<file path="src/rtl/pipe_ctrl_pkg.sv">
// Shared types for the pipeline sequencing controller: FSM states and
// EX operand-forwarding select encodings.
package pipe_ctrl_pkg;

  typedef enum logic {
    RUN     = 1'b0,
    MD_BUSY = 1'b1
  } state_t;

  localparam logic [1:0] FWD_RF    = 2'b00;
  localparam logic [1:0] FWD_EXMEM = 2'b10;
  localparam logic [1:0] FWD_MEMWB = 2'b01;

  // Youngest producer wins; $0 is never a forwarding source.
  function automatic logic [1:0] fwd_pick(
    input logic [4:0] src,
    input logic [4:0] mem_rd, input logic mem_we,
    input logic [4:0] wb_rd,  input logic wb_we
  );
    if (mem_we && mem_rd != 5'd0 && mem_rd == src)
      return FWD_EXMEM;
    else if (wb_we && wb_rd != 5'd0 && wb_rd == src)
      return FWD_MEMWB;
    else
      return FWD_RF;
  endfunction

endpackage

</file>
<file path="src/rtl/pipe_ctrl_md_timer.sv">
// Mult/div occupancy timer: loadable down-counter with zero flag.
// Latency: count visible the cycle after load/dec; no backpressure (load/dec gate it).
// Backpressure: caller withholds dec while the pipeline is frozen.
module md_timer #(
  parameter int MD_LATENCY = 4
) (
  input  logic clk,
  input  logic rst,
  input  logic load,
  input  logic dec,
  output logic zero
);

  localparam int W = $clog2(MD_LATENCY);

  logic [W-1:0] cnt;

  always_ff @(posedge clk) begin
    if (rst)
      cnt <= '0;
    else if (load)
      cnt <= W'(MD_LATENCY - 2);
    else if (dec)
      cnt <= cnt - 1'b1;
  end

  assign zero = (cnt == '0);

endmodule

</file>
<file path="src/rtl/pipe_ctrl.sv">
// Pipeline sequencing controller: stage enables/flushes, EX forwarding, mult/div stall schedule.
// Latency: all outputs combinational from state and inputs; state registered.
// Backpressure: dmem_ready low freezes every stage. Macro PIPE_CTRL_FWD_EN enables forwarding.
module pipe_ctrl
  import pipe_ctrl_pkg::*;
#(
  parameter int MD_LATENCY = 4
) (
  input  logic       clk,
  input  logic       rst,
  input  logic [4:0] id_rs,
  input  logic [4:0] id_rt,
  input  logic       id_use_rs,
  input  logic       id_use_rt,
  input  logic [4:0] ex_rs,
  input  logic [4:0] ex_rt,
  input  logic [4:0] ex_rd,
  input  logic       ex_regwrite,
  input  logic       ex_memread,
  input  logic       ex_muldiv,
  input  logic       ex_redirect,
  input  logic [4:0] mem_rd,
  input  logic [4:0] wb_rd,
  input  logic       mem_regwrite,
  input  logic       wb_regwrite,
  input  logic       dmem_ready,
  output logic       pc_en,
  output logic       ifid_en,
  output logic       idex_en,
  output logic       exmem_en,
  output logic       memwb_en,
  output logic       ifid_flush,
  output logic       idex_flush,
  output logic       exmem_flush,
  output logic [1:0] fwd_a,
  output logic [1:0] fwd_b,
  output logic       md_start,
  output logic       md_busy
);

  state_t state, state_nxt;
  logic   md_load, md_dec, md_zero;
  logic   hazard;
  logic   id_dep_ex, id_dep_mem, load_use;
  logic [1:0] fa, fb;

  md_timer #(.MD_LATENCY(MD_LATENCY)) u_md_timer (
    .clk  (clk),
    .rst  (rst),
    .load (md_load),
    .dec  (md_dec),
    .zero (md_zero)
  );

  assign id_dep_ex  = ex_rd != 5'd0 &&
                      ((id_use_rs && ex_rd == id_rs) || (id_use_rt && ex_rd == id_rt));
  assign id_dep_mem = mem_rd != 5'd0 &&
                      ((id_use_rs && mem_rd == id_rs) || (id_use_rt && mem_rd == id_rt));
  assign load_use   = ex_memread && id_dep_ex;

`ifdef PIPE_CTRL_FWD_EN
  logic unused_ok;
  assign unused_ok = &{1'b0, ex_regwrite, mem_regwrite & id_dep_mem};
  assign hazard    = load_use;
  assign fa        = fwd_pick(ex_rs, mem_rd, mem_regwrite, wb_rd, wb_regwrite);
  assign fb        = fwd_pick(ex_rt, mem_rd, mem_regwrite, wb_rd, wb_regwrite);
`else
  // Without bypass paths every in-flight producer must drain to WB first.
  logic unused_ok;
  assign unused_ok = &{1'b0, ex_rs, ex_rt, wb_rd, wb_regwrite};
  assign hazard    = (ex_regwrite && id_dep_ex) || (mem_regwrite && id_dep_mem) || load_use;
  assign fa        = FWD_RF;
  assign fb        = FWD_RF;
`endif

  always_ff @(posedge clk) begin
    if (rst)
      state <= RUN;
    else
      state <= state_nxt;
  end

  always_comb begin
    state_nxt   = state;
    md_load     = 1'b0;
    md_dec      = 1'b0;
    md_start    = 1'b0;
    pc_en       = 1'b1;
    ifid_en     = 1'b1;
    idex_en     = 1'b1;
    exmem_en    = 1'b1;
    memwb_en    = 1'b1;
    ifid_flush  = 1'b0;
    idex_flush  = 1'b0;
    exmem_flush = 1'b0;
    fwd_a       = fa;
    fwd_b       = fb;
    md_busy     = (state == MD_BUSY);

    if (rst) begin
      {pc_en, ifid_en, idex_en, exmem_en, memwb_en} = '0;
      {ifid_flush, idex_flush, exmem_flush}         = '1;
      fwd_a   = FWD_RF;
      fwd_b   = FWD_RF;
      md_busy = 1'b0;
    end else if (!dmem_ready) begin
      {pc_en, ifid_en, idex_en, exmem_en, memwb_en} = '0;
    end else if (state == RUN) begin
      if (ex_redirect) begin
        ifid_flush = 1'b1;
        idex_flush = 1'b1;
      end else if (ex_muldiv) begin
        md_start    = 1'b1;
        md_load     = 1'b1;
        state_nxt   = MD_BUSY;
        pc_en       = 1'b0;
        ifid_en     = 1'b0;
        idex_en     = 1'b0;
        exmem_flush = 1'b1;
      end else if (hazard) begin
        pc_en      = 1'b0;
        ifid_en    = 1'b0;
        idex_flush = 1'b1;
      end
    end else if (!md_zero) begin
      md_dec      = 1'b1;
      pc_en       = 1'b0;
      ifid_en     = 1'b0;
      idex_en     = 1'b0;
      exmem_flush = 1'b1;
    end else begin
      // Final occupancy cycle: the mult/div result advances into MEM.
      state_nxt = RUN;
    end
  end

endmodule

</file>
<file path="config.mk">
export PLATFORM = sky130hd
export DESIGN_NAME = pipe_ctrl
export DESIGN_NICKNAME = d
export VERILOG_FILES = /design/src/rtl/pipe_ctrl_pkg.sv /design/src/rtl/pipe_ctrl_md_timer.sv /design/src/rtl/pipe_ctrl.sv
export SDC_FILE = /design/constraint.sdc
export NUM_CORES = 1
export LEC_CHECK = 0
export ABC_CLOCK_PERIOD_IN_PS = 1350
export CAP_MARGIN = 10
export CORE_ASPECT_RATIO = 0.75
export CORE_MARGIN = 1.5
export CORE_UTILIZATION = 25
export CTS_BUF_LIST = sky130_fd_sc_hd__clkbuf_8
export CTS_CLUSTER_SIZE = 24
export DETAILED_ROUTE_END_ITERATION = 8
export PLACE_DENSITY = 0.79
export SYNTH_ARGS = -nofsm -noshare
export SYNTH_HDL_FRONTEND = slang
export SYNTH_SLANG_ARGS = --single-unit
</file>
<file path="constraint.sdc">
create_clock -name clk -period 1.35 [get_ports clk]
set_clock_uncertainty 0.05 [all_clocks]
set_input_delay 0.135 -clock clk [delete_from_list [all_inputs] [get_ports clk]]
set_output_delay 0.135 -clock clk [all_outputs]
set_load 0.05 [all_outputs]
</file>
### Word level (Yosys, flattened, before mapping)

Cells that the tools add are included.

* bits in read-only memories: 0
* memories kept: 0
* word-level logic and storage cells: 65
* bits in registers: 3
* latch bits: 0
* output and inout bits: 14
* input port bits: 46
* bits in writable memories: 0

* bitwise logic cells: 0
* reductions and logical operators: 18
* equal/unequal tests: 4
* muxes and demuxes: 39
* shift-type cells: 0
* order comparisons: 0
* multipliers: 0
* $add $sub $neg: 1
* div/mod/pow operators: 0

Operators with widths (number)
* 2-to-1 mux 1 bit: 37
* equality test 5 bit: 4
* nonzero test 5 bit: 2
* logical AND 1 bit: 9
* logical OR 1 bit: 4
* 2-to-1 mux 2 bit: 2
* zero test 2 bit: 1
* nonzero test 2 bit: 1
* OR reduction 2 bit: 1
* subtractor 2 x 1 -> 2 bit, second input constant: 1

### Depth between registers and ports, before layout

Gate-level depths: netlist of the first run.

* depth after elaboration: 13
* depth in mapped cells: 6
* mapped depth without buffers: 6

### Cells and area by module

A second synthesis of the first run with hierarchy kept.

* cells, all modules: 74
* area total of the unflattened synthesis: 543.0 sq um

Modules (own cells, without submodules)
* pipe_ctrl: cells each 63, instances 1, seq. area each 20.0 sq um, area an instance 441.7 sq um
* md_timer: cells each 11, instances 1, seq. area each 40.0 sq um, area an instance 101.3 sq um

### Worst setup path after synthesis of the first run

Ideal clock, no wire load.

* path type: input to output
* start point: input id_rt[0]
* end point: output idex_flush
* stages: 5
* buffers on the path: 0
* setup slack: -1.086 ns
* data required time: 1.165 ns
* data arrival time: 2.251 ns
* cells stage by stage: xnor2_1 nand4_1 o22ai_1 a32oi_1 o41ai_1

* cells in the longest elaborated chain, start to end: 13
* elaborated cells between the ends (all ways): 19
* those cells by class: eq/ne (2); mux (6); reduce/logical (11)

RTL lines
* from (decl): line pipe_ctrl.sv:12 `input logic [4:0] id_rt,`
* equality test 5 bit (on tied branches): line pipe_ctrl.sv:56, pipe_ctrl.sv:58
* logical AND 1 bit (on tied branches): line pipe_ctrl.sv:56, pipe_ctrl.sv:58
* logical OR 1 bit (on tied branches): line pipe_ctrl.sv:56, pipe_ctrl.sv:58
* logical AND 1 bit (on tied branches): line pipe_ctrl.sv:55, pipe_ctrl.sv:57
* logical AND 1 bit: line pipe_ctrl.sv:71 `assign hazard = (ex_regwrite && id_dep_ex) || (mem_regwrite && id_dep_mem) || load_use;`
* logical OR 1 bit: line pipe_ctrl.sv:71
* logical OR 1 bit (*): line pipe_ctrl.sv:71
* 2-to-1 mux 1 bit (*): line pipe_ctrl.sv:120 `end else if (hazard) begin`
* 2-to-1 mux 1 bit (*): line pipe_ctrl.sv:112 `end else if (ex_muldiv) begin`
* 2-to-1 mux 1 bit (*): line pipe_ctrl.sv:109 `if (ex_redirect) begin`
* 2-to-1 mux 1 bit (*): line pipe_ctrl.sv:108 `end else if (state == RUN) begin`
* 2-to-1 mux 1 bit (*): line pipe_ctrl.sv:106 `end else if (!dmem_ready) begin`
* 2-to-1 mux 1 bit (*): line pipe_ctrl.sv:100 `if (rst) begin`
* to (decl): line pipe_ctrl.sv:33 `output logic idex_flush,`

Mark *: on every way between the ends. The rest lies on a longest branch, timed or not.

### Final worst setup path of the first run

* start point: input ex_rd[2]
* end point: output pc_en

* cells in the longest elaborated chain, start to end: 13
* elaborated cells between the ends (all ways): 17
* those cells by class: eq/ne (2); mux (6); reduce/logical (9)

RTL lines
* from (decl): line pipe_ctrl.sv:17 `input logic [4:0] ex_rd,`
* equality test 5 bit: line pipe_ctrl.sv:56 `((id_use_rs && ex_rd == id_rs) || (id_use_rt && ex_rd == id_rt));`
* logical AND 1 bit: line pipe_ctrl.sv:56
* logical OR 1 bit: line pipe_ctrl.sv:56
* logical AND 1 bit (*): line pipe_ctrl.sv:55 `assign id_dep_ex = ex_rd != 5'd0 &&`
* logical AND 1 bit: line pipe_ctrl.sv:71
* logical OR 1 bit: line pipe_ctrl.sv:71
* logical OR 1 bit (*): line pipe_ctrl.sv:71
* 2-to-1 mux 1 bit (*): line pipe_ctrl.sv:120
* 2-to-1 mux 1 bit (*): line pipe_ctrl.sv:112
* 2-to-1 mux 1 bit (*): line pipe_ctrl.sv:109
* 2-to-1 mux 1 bit (*): line pipe_ctrl.sv:108
* 2-to-1 mux 1 bit (*): line pipe_ctrl.sv:106
* 2-to-1 mux 1 bit (*): line pipe_ctrl.sv:100
* to (decl): line pipe_ctrl.sv:27 `output logic pc_en,`

Marked as above.

==> results of run 1 <==
[power groups by stage]
stage | clock (mW) | combinational (mW) | sequential, mW
final | 0.258 | 0.459 | 0.0938
after global routing | 0.274 | 0.478 | 0.0942
after CTS | 0.263 | 0.439 | 0.0937
after detailed placement | 0 | 0.411 | 0.0949
after global placement | 0 | 0.403 | 0.0948
after floorplan | 0 | 0.207 | 0.0967
[Yosys cell counts, drive strengths merged, types with 2 or more instances]
master and count:
nand4 4, inv 6, dfxtp 3, nand2 8, nor2 7, buf 6
xnor2 20, nand2b 2, a21oi 3, o22ai 2, nor3 2
[area by class of cell]
type	instances	area share [%]
clock inverter	1	0.2944
multi-input combinational	61	46.71
timing repair buffer	56	40.63
inverter	6	1.963
clock buffer	3	3.238
tap	24	2.355
sequential	3	4.809
[kinds of logic (layout without fill, tap and decap cells)]
| family | count (synthesis) | after routing |
|---|---|---|
| AO/OA/AOI/OAI | 11 | 11 |
| XOR/XNOR | 20 | 20 |
| adder cells (fa/ha/maj) | 1 | 1 |
| buffers and inverters | 12 | 66 |
| flip-flops | 3 | 3 |
| other | 1 | 4 |
| AND/OR/NAND/NOR | 25 | 25 |
[worst paths after layout]
path / start / end / slack (ns)
setup / recovery: ex_rd[2] / pc_en / -0.41
setup reg to reg: u_md_timer.cnt[0] / u_md_timer.cnt[1] / -0.05
hold reg to reg: u_md_timer.cnt[1] / u_md_timer.cnt[1] / 0.43
hold / removal: u_md_timer.cnt[1] / u_md_timer.cnt[1] / 0.43
[repair_timing]
item                       CTS  global route
setup buffers                3             0
setup endpoints to repair   13            13
pin swaps                   18            14
resized for setup           71            33
gates cloned                 0             0
[critical path, stage by stage]
cell                      delay (ns)
sky130_fd_sc_hd__buf_6          0.09
sky130_fd_sc_hd__or4_4          0.52
sky130_fd_sc_hd__o22a_1         0.21
sky130_fd_sc_hd__a32oi_2        0.26
sky130_fd_sc_hd__o31a_4         0.20
sky130_fd_sc_hd__buf_12         0.14
[registers in the layout, summed over array words and instances, names as in the netlist]
register / count
u_md_timer.cnt: 2
state: 1
[per-layer routing]
layer / vias up / global-route usage, %
met5: - / 0
met3: 4 / 4.012
met2: 30 / 37.14
met4: 0 / 8.780
li1: 354 / -
met1: 349 / 23.87
[metrics by stage]
step,hold slack [ns],worst slack (ns),utilization (%)
finish,0.4281,-0.4077,64.41
CTS,0.4308,-0.4122,65.04
global placement,0.4069,-0.7551,57.14
detailed placement,0.4215,-0.7579,57.14
global route,0.4509,-0.4464,64.41
floorplan,0.1467,-0.3362,-
==> PnR_summary.wiki, run 1 <==
{| class="wikitable"
! Metric !! Value
|-
| Setup TNS || -1.670 ns
|-
| Boundary pin count || 60
|-
| Complex-gate fraction of the synthesized area || 14.81%
|-
| Clock tree from TritonCTS || yes
|-
| Per-instance average area after synthesis || 7.062 µm²
|-
| Highest Clock Rate || 0.5689 GHz
|-
| Power per standard cell area || 636.0 nW/µm²
|-
| Overall track demand over capacity in global routing || 20.62%
|-
| Net switching power || 0.3022 mW
|-
| Final setup viols || 10
|-
| Count of maximum capacitance violations || 0
|-
| Die boundary width || 55.44 µm
|-
| Area Overhead vs Synth || 147.3%
|-
| Share of total power in the clock network || 31.9%
|-
| WHS Path Cells || 2
|-
| XOR/XNOR Fraction of Synth Area || 33.98%
|-
| Mux cell area share after synthesis || 0%
|-
| Main combinational cell family by area after synthesis || XOR/XNOR gates
|-
| Area of all sequential standard cells || 61.31 µm²
|-
| Met3 wire length || 148 µm
|-
| Commonest non-fill, non-tap cell in the layout || sky130_fd_sc_hd__clkbuf_2
|-
| Static power due to leakage || 0.5577 nW
|-
| Startpoint-to-endpoint class of the critical path || in2out
|-
| Clock-pin slew on the worst setup and hold paths || 0.03 ns
|-
| Commonest cells after routing, fill and taps aside || 15 x sky130_fd_sc_hd__clkbuf_2, 14 x sky130_fd_sc_hd__buf_4, 12 x sky130_fd_sc_hd__xnor2_1
|-
| CTS buffer count || 3
|-
| Internal power || 0.5086 mW
|-
| Total number of yosys warnings || 0
|-
| Maximum number of pins on one net before global-route repair || 7
|-
| Number of synthesized flops with an enable pin || 0
|-
| Vias per cell || 4.786
|-
| Final Power || 0.8109 mW
|-
| Class of the tightest hold or removal check || reg2reg
|-
| Clk Latency, worst-skew pair || 0.22 ns
|-
| Post-route worst setup slack || -0.4077 ns
|-
| Startpoint class of the critical path || input pin
|-
| Sw Share || 37.27%
|-
| First-pass GRT wire length || 3698 µm
|-
| Initial core utilization || 26.04%
|-
| Fraction of the mapped netlist area in adder cells || 2.427%
|-
| Finished layout cell area || 1275 µm²
|-
| Final critical-path share of the clock period || 130.2%
|-
| Required time at the worst-slack endpoint || 1.16 ns
|-
| Sequential element share of the synthesized area || 11.65%
|-
| Setup repair after global routing missed its margin || true
|-
| DR WL met2 || 1265 µm
|-
| Largest driver fanout on the critical path || 2
|-
| CP Data Arrival Time || 1.57 ns
|-
| Placement-stage cell area || 1131 µm²
|-
| Kind of end point of the critical path || output port
|-
| Top Layer Used || met4
|-
| Antenna diodes || 0
|-
| Initial DRT Pass Iterations || 4
|-
| Failing checks || negative setup slack
|-
| Detailed Place HPWL || 1760 µm
|-
| Antenna viol nets, final || 0
|-
| Outcome || finished with violations
|-
| Cell chosen for the clock root || sky130_fd_sc_hd__clkbuf_8
|-
| Leftover overflow at the end of global routing || 0
|-
| Total die area || 2346 µm²
|-
| Core outline area || 1979 µm²
|-
| Fraction of the mapped netlist area in simple logic gates || 23.30%
|-
| Proportion of netlist area held by the largest area contributor || 33.98%
|-
| Vias in the first global route || 812
|-
| Number of cells on the worst reg-to-reg path || 6
|-
| Post-Syn Area || 515.5 µm²
|-
| Area taken by multi-input logic gates || 595.6 µm²
|-
| Total clock sinks || 3
|-
| Fillcell total || 146
|-
| # hold bufs at CTS || 0
|-
| Count of final max-slew check failures || 0
|-
| Final count of hold timing violations || 0
|-
| Routed metal-1 wire length || 899 µm
|-
| Maximum VDD drop || 0.3729 mV
|-
| Fin nets || 178
|-
| Longest Clk Path Bufs || 2
|-
| Deepest level of the CTS H-tree || 1
|-
| Wirelength per Cell || 15.26 µm
|-
| Starting DRT DRC Count || 24
|-
| Residual DRC count || 0
|-
| Distinct cell type count of the synthesized netlist || 21
|-
| Min Clock Period, post-route || 1.758 ns
|-
| PortBufs || 39
|-
| Standard-cell row count || 14
|-
| Die boundary height || 42.33 µm
|-
| Final routed wirelength across all metal layers || 2350 µm
|-
| Weighted congestion at the end of routability-driven global placement || 0.8643
|-
| Reg power frac || 11.6%
|-
| Cell type with the highest aggregate area in the netlist || sky130_fd_sc_hd__xnor2_1
|-
| Post-layout instance count excluding filler cells || 154
|-
| Share of final-layout standard cells stronger than drive strength 1 || 61.54%
|-
| Routed vias || 737
|-
| Number of antenna violations at the first check in global routing || 0
|-
| Ys flop type || sky130_fd_sc_hd__dfxtp_1
|-
| Post-synthesis async set-or-reset flop share || 0%
|-
| Top area cells in the synthesized netlist || sky130_fd_sc_hd__xnor2_1 34%, sky130_fd_sc_hd__dfxtp_1 12%, sky130_fd_sc_hd__buf_4 8.7%
|-
| Post-Synthesis Cells || 73
|-
| Number of synthesized register bits || 3
|-
| Cell count after placement || 148
|-
| Share of power burned in combinational logic || 56.6%
|}
No activity file was read; power rests on OpenSTA's default activity.
==> run 2, diff against run 1 <==
--- a/config.mk
+++ b/config.mk
@@ -14,6 +14,7 @@
 export CTS_CLUSTER_SIZE = 24
 export DETAILED_ROUTE_END_ITERATION = 8
 export PLACE_DENSITY = 0.79
+export REMOVE_ABC_BUFFERS = 1
 export SYNTH_ARGS = -nofsm -noshare
 export SYNTH_HDL_FRONTEND = slang
 export SYNTH_SLANG_ARGS = --single-unit
==> run 2 against run 1 <==
Net effect: the flow still finishes with violations (negative setup slack); die area stayed put; sequential power hardly changed; cell count is 1.3% higher; largest cell class unchanged; largest power group unchanged; highest routed layer unchanged.
==> PnR_summary.wiki, run 2 (synthesis results as in run 1) <==
{| class="wikitable"
! Metric !! Value
|-
| Final count of hold timing violations || 0 (unchanged)
|-
| Die boundary width || 55.44 µm (unchanged)
|-
| Kind of end point of the critical path || output port
|-
| # hold bufs at CTS || 0 (unchanged)
|-
| CTS buffer count || 3 (unchanged)
|-
| Share of final-layout standard cells stronger than drive strength 1 || 62.12% (+0.58 points)
|-
| Final routed wirelength across all metal layers || 2489 µm (+5.9%)
|-
| Min Clock Period, post-route || 1.810 ns (+0.05222 ns)
|-
| Overall track demand over capacity in global routing || 21.62% (+1.0 points)
|-
| Commonest cells after routing, fill and taps aside || 18 x sky130_fd_sc_hd__buf_4, 12 x sky130_fd_sc_hd__xnor2_1, 10 x sky130_fd_sc_hd__buf_2
|-
| Post-route worst setup slack || -0.4599 ns (-0.05222 ns)
|-
| Longest Clk Path Bufs || 2 (unchanged)
|-
| PortBufs || 39 (unchanged)
|-
| Clock-pin slew on the worst setup and hold paths || 0.03 ns (about the same)
|-
| Standard-cell row count || 14 (unchanged)
|-
| Boundary pin count || 60 (unchanged)
|-
| Most flop-heavy register || u_md_timer.cnt
|-
| Failing checks || negative setup slack
|-
| Setup repair after global routing missed its margin || true
|-
| Total die area || 2346 µm² (unchanged)
|-
| Area Overhead vs Synth || 150.2%
|-
| Final critical-path share of the clock period || 134.1% (+3.9 points)
|-
| Antenna diodes || 0 (unchanged)
|-
| Cell count after placement || 150 (+1.4%)
|-
| Largest driver fanout on the critical path || 2 (unchanged)
|-
| Static power due to leakage || 0.5624 nW (+0.83%)
|-
| Core outline area || 1979 µm² (unchanged)
|-
| Highest Clock Rate || 0.5525 GHz (-2.9%)
|-
| Maximum VDD drop || 0.5968 mV (+60%)
|-
| Number of antenna violations at the first check in global routing || 0 (unchanged)
|-
| Routed vias || 757 (+2.7%)
|-
| Class of the tightest hold or removal check || reg2reg
|-
| Detailed Place HPWL || 1679 µm (-4.6%)
|-
| Commonest non-fill, non-tap cell in the layout || sky130_fd_sc_hd__buf_4
|-
| Post-layout instance count excluding filler cells || 156 (+1.3%)
|-
| Antenna viol nets, final || 0 (unchanged)
|-
| Power per standard cell area || 630.3 nW/µm² (-0.90%)
|-
| CP Data Arrival Time || 1.62 ns (+0.05 ns)
|-
| Weighted congestion at the end of routability-driven global placement || 0.8198 (-5.1%)
|-
| Required time at the worst-slack endpoint || 1.16 ns (about the same)
|-
| Vias in the first global route || 833 (+2.6%)
|-
| Starting DRT DRC Count || 14 (-42%)
|-
| Initial DRT Pass Iterations || 4 (unchanged)
|-
| Vias per cell || 4.853 (+1.4%)
|-
| Cell chosen for the clock root || sky130_fd_sc_hd__clkbuf_8
|-
| Leftover overflow at the end of global routing || 0 (unchanged)
|-
| Startpoint class of the critical path || input pin
|-
| Total clock sinks || 3 (unchanged)
|-
| Startpoint-to-endpoint class of the critical path || in2out
|-
| Count of maximum capacitance violations || 0 (unchanged)
|-
| Deepest level of the CTS H-tree || 1 (unchanged)
|-
| Clock tree from TritonCTS || yes
|-
| Final Power || 0.8130 mW (+0.27%)
|-
| Fin nets || 180 (+1.1%)
|-
| Largest register FFs || 2 (unchanged)
|-
| Initial core utilization || 26.04% (unchanged)
|-
| Worst hold slack after final layout || 0.4305 ns (+0.002426 ns)
|-
| Maximum number of pins on one net before global-route repair || 7 (unchanged)
|-
| Outcome || finished with violations
|-
| Final setup viols || 9 (-1)
|-
| Clk Latency, worst-skew pair || 0.22 ns (about the same)
|-
| Largest registers || u_md_timer.cnt: 2 flops, state: 1 flops
|-
| Fillcell total || 150 (+2.7%)
|-
| First-pass GRT wire length || 3843 µm (+3.9%)
|-
| Count of final max-slew check failures || 0 (unchanged)
|-
| Die boundary height || 42.33 µm (unchanged)
|-
| Residual DRC count || 0 (unchanged)
|-
| Wirelength per Cell || 15.96 µm (+4.6%)
|}
run 2: cell types whose count changed in the layout (fill, tap and decap cells not counted), sizes merged:
| cell | delta |
|---|---|
| clkbuf | -13 |
| dlygate4sd2 | +2 |
| clkdlybuf4s50 | -1 |
| clkdlybuf4s15 | +5 |
| buf | +10 |
| dlymetal6s2s | -1 |
run 2: layer usage:
layer  track usage, %  part of all wire [%]  vias to the layer above
met1            23.73                    39                      353
li1                 -                     -                      358
met4            11.71                   4.8                        0
met5                0                     0                        -
met3            5.247                   5.5                       13
met2            38.57                    50                       33
run 2: area by class of cell:
type	instances	area (µm²)	share of cell area (%)
Sequential cell	3	61.31	4.753
Multi-Input combinational cell	61	566.8	43.94
Tap cell	24	30.03	2.328
Timing Repair Buffer	58	564.3	43.74
Inverter	6	22.52	1.746
Clock inverter	1	3.754	0.2910
Clock buffer	3	41.29	3.201
run 2: what timing repair did:
action	in CTS	in global routing
buffers inserted	1	2
resized for setup	95	21
setup endpoints to repair	12	12
pin swaps	17	9
cloned	0	0
run 2: path summary, 6_finish.rpt:
kind / start / endpoint / slack, ns / depth (start not counted)
max: ex_rd[2] / ifid_en / -0.46 / 6
min: u_md_timer.cnt[1] / u_md_timer.cnt[1] / 0.43 / 2
max reg2reg: state / u_md_timer.cnt[1] / -0.13 / 6
min reg2reg: u_md_timer.cnt[1] / u_md_timer.cnt[1] / 0.43 / 2
run 2: through the flow:
| stage | utilization [%] | cell area [µm²] | worst slack (ns) | TNS, ns |
|---|---|---|---|---|
| 6_report | 65.17 | 1290 | -0.4599 | -2.183 |
| 5_1_grt | 65.17 | 1290 | -0.4985 | -2.475 |
| 4_1_cts | 63.08 | 1249 | -0.4314 | -1.730 |
| 3_5_place_dp | 55.82 | 1105 | -0.8220 | -4.665 |
| 3_3_place_gp | 55.82 | 1105 | -0.7481 | -4.135 |
| 2_1_floorplan | - | 481.7 | -1.086 | -3.733 |
run 2: worst max-delay path: stages:
cell and delay, ns:
sky130_fd_sc_hd__buf_6 0.09, sky130_fd_sc_hd__or4_4 0.52, sky130_fd_sc_hd__o22a_1 0.19, sky130_fd_sc_hd__a32oi_2 0.20, sky130_fd_sc_hd__o31a_1 0.30, sky130_fd_sc_hd__buf_12 0.17
run 2: where the power goes:
part           switching, mW  internal [mW]
Sequential           0.00121         0.0927
Combinational          0.234          0.225
Clock                 0.0652          0.194
Total                  0.301          0.512
==> run 3, diff against run 2 <==
--- a/config.mk
+++ b/config.mk
@@ -6,7 +6,7 @@
 export NUM_CORES = 1
 export LEC_CHECK = 0
 export ABC_CLOCK_PERIOD_IN_PS = 1350
-export CAP_MARGIN = 10
+export CAP_MARGIN = 20
 export CORE_ASPECT_RATIO = 0.75
 export CORE_MARGIN = 1.5
 export CORE_UTILIZATION = 25
==> results of run 3 <==
The final DEF is identical to that of run 2; final timing and power are the same.
